==> src/rtl/serial_addsub.sv <==
// serial_addsub: multi-cycle adder/subtractor, DIGIT bits per clock.
// Valid/ready on both sides; flags latched on the final digit.
module serial_addsub #(
  parameter int NUMBITS = 16,
  parameter int DIGIT   = 4
) (
  input  logic               clk,
  input  logic               rst_n,
  input  logic               in_valid,
  output logic               in_ready,
  input  logic [NUMBITS-1:0] A,
  input  logic [NUMBITS-1:0] B,
  input  logic               sub,
  output logic               out_valid,
  input  logic               out_ready,
  output logic [NUMBITS-1:0] sum,
  output logic               carryflag,
  output logic               zero,
  output logic               overflow
);

  localparam int STEPS = NUMBITS / DIGIT;
  localparam int CW    = (STEPS > 1) ? $clog2(STEPS) : 1;

  if (NUMBITS < 1 || DIGIT < 1 || DIGIT > NUMBITS ||
      (NUMBITS % DIGIT) != 0) begin : g_bad_params
    $error("serial_addsub: NUMBITS must be a multiple of DIGIT");
  end

  typedef enum logic [1:0] {
    IDLE = 2'd0,
    RUN  = 2'd1,
    DONE = 2'd2
  } state_t;

  state_t             state;
  state_t             nstate;
  logic [NUMBITS-1:0] a_sh;
  logic [NUMBITS-1:0] b_sh;
  logic               carry;
  logic [CW-1:0]      cnt;
  logic [DIGIT:0]     dsum;
  logic [DIGIT-1:0]   s;
  logic               c;
  logic               cmsb;
  logic               last;
  logic [NUMBITS-1:0] nsum;

  // One digit of the ripple: low DIGIT bits of both operands plus carry
  always_comb begin
    dsum = {1'b0, a_sh[DIGIT-1:0]}
         + {1'b0, b_sh[DIGIT-1:0]}
         + {{DIGIT{1'b0}}, carry};
  end

  assign s    = dsum[DIGIT-1:0];
  assign c    = dsum[DIGIT];
  // sum bit = a ^ b ^ cin, so the carry into the digit MSB falls out
  assign cmsb = a_sh[DIGIT-1] ^ b_sh[DIGIT-1] ^ s[DIGIT-1];
  assign last = (cnt == CW'(STEPS - 1));

  if (DIGIT == NUMBITS) begin : g_one_step
    assign nsum = s;
  end else begin : g_multi_step
    assign nsum = {s, sum[NUMBITS-1:DIGIT]};
  end

  // State register
  always_ff @(posedge clk or negedge rst_n) begin
    if (!rst_n) state <= IDLE;
    else        state <= nstate;
  end

  // Next-state decode
  always_comb begin
    nstate = state;
    unique case (state)
      IDLE:    if (in_valid)  nstate = RUN;
      RUN:     if (last)      nstate = DONE;
      DONE:    if (out_ready) nstate = IDLE;
      default: nstate = IDLE;
    endcase
  end

  // Handshake outputs decoded from the state register
  always_comb begin
    in_ready  = (state == IDLE);
    out_valid = (state == DONE);
  end

  // Operand capture, digit-serial shift and flag latch
  always_ff @(posedge clk or negedge rst_n) begin
    if (!rst_n) begin
      a_sh      <= '0;
      b_sh      <= '0;
      carry     <= 1'b0;
      cnt       <= '0;
      sum       <= '0;
      carryflag <= 1'b0;
      zero      <= 1'b0;
      overflow  <= 1'b0;
    end else if (state == IDLE && in_valid) begin
      a_sh  <= A;
      b_sh  <= sub ? ~B : B;
      carry <= sub;
      cnt   <= '0;
    end else if (state == RUN) begin
      sum   <= nsum;
      a_sh  <= a_sh >> DIGIT;
      b_sh  <= b_sh >> DIGIT;
      carry <= c;
      cnt   <= cnt + 1'b1;
      if (last) begin
        carryflag <= c;
        overflow  <= cmsb ^ c;
        zero      <= (nsum == '0);
      end
    end
  end

endmodule
==> config.mk <==
export PLATFORM = sky130hd
export DESIGN_NAME = serial_addsub
export DESIGN_NICKNAME = d
export VERILOG_FILES = /design/src/rtl/serial_addsub.sv
export SDC_FILE = /design/constraint.sdc
export NUM_CORES = 1
export LEC_CHECK = 0
export BUFFER_PORTS_ARGS = -buffer_cell sky130_fd_sc_hd__clkbuf_2
export CAP_MARGIN = 20
export CORE_MARGIN = 4
export CORE_UTILIZATION = 48
export DETAILED_ROUTE_END_ITERATION = 16
export PLACE_DENSITY = 0.78
export SKIP_LAST_GASP = 1
export SLEW_MARGIN = 40
export SYNTH_ARGS = -nofsm -noshare
export SYNTH_HDL_FRONTEND = slang
export SYNTH_SLANG_ARGS = --single-unit
==> constraint.sdc <==
create_clock -name clk -period 1.94 [get_ports clk]
set_clock_uncertainty 0.2 [all_clocks]
set_input_delay 0.582 -clock clk [delete_from_list [all_inputs] [get_ports clk]]
set_output_delay 0.582 -clock clk [all_outputs]
set_load 0.02 [all_outputs]
==> flow_summary.json <==
{
  "outcome": "finished with violations",
  "violations": "setup timing",
  "clkPwrFrac_pct": 13.9,
  "ios": 58,
  "rr_worst_depth": 6,
  "setup_viol": 5,
  "dp_slack_ns": -0.1634,
  "worst_slack_ns": -0.1595,
  "crit_required_ns": 1.93,
  "ys_seq_area_share_pct": 55.17,
  "synth.area.top_cells": "dfrtp_1 55%, nand2_1 12%, xnor2_1 6.2%",
  "synth-seq-cells": 56,
  "dpl-instance-area_um2": 2940,
  "timing.hold.ws_ns": 0.06211,
  "endpoint_kind": "register",
  "peakVddDrop_v": 0.0008971,
  "critPathMostFrequentCell": "fa_2",
  "relSlewSlack_pct": 62.33,
  "grt.total_usage_pct": 17.60,
  "htreeDepth": 2,
  "synth_top_area_share_pct": 55.17,
  "dr.pass1.iters": 4,
  "finalMaxSlewViolations": 0,
  "p_int_mw": 3.080,
  "die-area_um2": 6519,
  "fin_crit_ns": 2.099,
  "synthDistinctLibCells": 25,
  "ant_nets": 0,
  "viasPerCell": 5.119,
  "fp.dieH_um": 80.74,
  "power.total_mw": 5.310,
  "synth_nets": 300,
  "drt-total-wl_mm": 5.257,
  "diodes": 0,
  "worstPathMaxFanout": 3,
  "clk_path_buf_depth": 2,
  "start_kind": "register",
  "cts_tree": "yes",
  "slowest_delay_ns": 0.42,
  "swShare_pct": 42.00,
  "max_freq_mhz": 476.3,
  "clock_sinks": 56,
  "nNetsFinal": 358,
  "overflow": 0,
  "worstHoldPathType": "input port to async pin",
  "ys.flop_type": "dfrtp_1",
  "power.net_switching_mw": 2.230,
  "ff2ff_setup_slack_ns": -0.16,
  "num-fill-cells": 459,
  "wl_per_cell_um": 13.62,
  "critPathKind": "register to register",
  "layoutNonFillerInstCount": 386,
  "yosysWarnings": 0,
  "rr_startpoint": "carry",
  "min_period_over_period_pct": 108.2,
  "synth_edf_count": 0,
  "final-hold-violation-count": 0,
  "maxCapViolations": 0,
  "core_area_um2": 5107,
  "async_reset_ff_share_pct": 100.0,
  "cp_slowest_cell": "dfrtp_1",
  "grt_setup_unrepaired": "true",
  "drive_gt1_share_pct": 25.95,
  "combPwrFrac_pct": 46.7,
  "cts_buffers": 5,
  "gp_congestion": 0.8269,
  "arrival_ns": 2.09,
  "yosysMostFrequentCell": "nand2_1",
  "drt_iter0_drc": 124,
  "hpwlAfterDp_mm": 3.705,
  "tightest_slew_ns": 0.5638,
  "timing.rr.end": "overflow",
  "syn_inst": 257,
  "p_seq_share_pct": 39.4,
  "fin_setup_tns_ns": -0.4053,
  "yosys.area.top_type": "dfrtp_1",
  "fp.dieW_um": 80.74,
  "clk_pin_slew_ns": 0.09,
  "power_leakage_nw": 1.551,
  "grt_pass1_wl_mm": 8.956,
  "syn_area_um2": 2540,
  "num_rows": 26,
  "grt_pass1_vias": 1930,
  "ys_top_cells_by_count": "83 x nand2_1, 56 x dfrtp_1, 18 x xnor2_1",
  "dp_cells": 377,
  "portBuffers": 57,
  "avgSynthCellArea_um2": 9.883,
  "final_cell_area_um2": 3065,
  "cts_root_buf": "clkbuf_8",
  "post-route-util_pct": 60.02,
  "p_per_area_nw_per_um2": 1732,
  "clk_latency_ns": 0.31,
  "vias": 1976,
  "start_util_pct": 49.73,
  "syn_to_final_growth_pct": 20.69,
  "crit_start": "carry",
  "grt_max_degree": 57,
  "drc": 0,
  "antenna_found_initial": 0,
  "worstPathCellList": "fa_2 -> fa_2 -> a21o_1 -> a21oi_2 -> xnor2_1 -> o21ai_1"
}
-- worst max path at each step --
stage | endpoint | slack, ns | cells after the start
floorplan | overflow | -0.05 | 6
global placement | overflow | -0.1 | 6
detailed placement | overflow | -0.16 | 6
CTS | overflow | -0.17 | 6
global route | overflow | -0.22 | 6
finish | overflow | -0.16 | 6
-- repair_timing --
item                       CTS  global route
hold buffers                 0             0
setup endpoints to repair    4             7
resized for setup            2             1
gates cloned                 0             0
buffers inserted             1             0
-- power groups by stage --
| stage | registers (mW) | clock network [mW] | logic (mW) |
|---|---|---|---|
| after global placement | 2.08 | 0 | 2.34 |
| after floorplan | 2.21 | 0 | 1.61 |
| after detailed placement | 2.11 | 0 | 2.44 |
| after CTS | 2.09 | 0.759 | 2.51 |
| after global routing | 2.16 | 0.802 | 2.80 |
| final | 2.09 | 0.737 | 2.48 |
-- registers in the layout, indices dropped and copies added, names as in the netlist, 2 cells and up --
register / cells
cnt: 2
b_sh: 16
a_sh: 16
state: 2
sum: 16
-- layout by cell type (no fill, tap or decap), drive strengths merged --
cell / Yosys / layout
nand2: 83 / 83
clkbuf: 6 / 63
dfrtp: 56 / 56
xnor2: 18 / 18
o21ai: 17 / 17
nor2: 16 / 16
a22oi: 13 / 13
a221o: 12 / 12
buf: 10 / 10
nand3: 5 / 5
ha: 4 / 4
nor4: 3 / 3
nand2b: 2 / 2
a21o: 2 / 2
a21oi: 2 / 2
fa: 2 / 2
inv: 1 / 1
nor2b: 1 / 1
nor3b: 1 / 1
xor2: 1 / 1
nand4: 1 / 1
a22o: 1 / 1
clkinv: 0 / 1
bufinv: 0 / 1
-- worst max-delay path, delay by kind of cell, from the launching register on --
kind	cells	cell delay (ns)
fa+ha+maj	2	0.77
compound gates	3	0.46
xor+xnor	1	0.14
flops	1	0.42
-- final cells by class --
cell class / count / area (um^2) / share of cell area, %
clock buffers: 6 / 72.57 / 2.367
clock inverters: 2 / 35.03 / 1.143
inverters: 1 / 3.754 / 0.1224
multi-input cells: 184 / 1080 / 35.22
flip-flops and latches: 56 / 1401 / 45.71
well taps: 70 / 87.58 / 2.857
repair buffers: 67 / 385.4 / 12.57
-- metal layers --
layer	global-route usage (%)	part of all wire [%]	vias up
met5	0	0	-
met4	6.926	1.6	0
met3	3.215	6.0	10
met2	27.73	46	64
met1	24.31	46	922
li1	-	-	980
-- cells by family after synthesis --
group / synth area share [%]
and+or+nand+nor: 18.13
DFF: 55.17
AOI/OAI and AO/OA: 13.25
xor gates and xnor gates: 6.552
buffers and inverters: 3.350
adders and majority gates: 3.547
No activity file was read; power rests on OpenSTA's default activity.
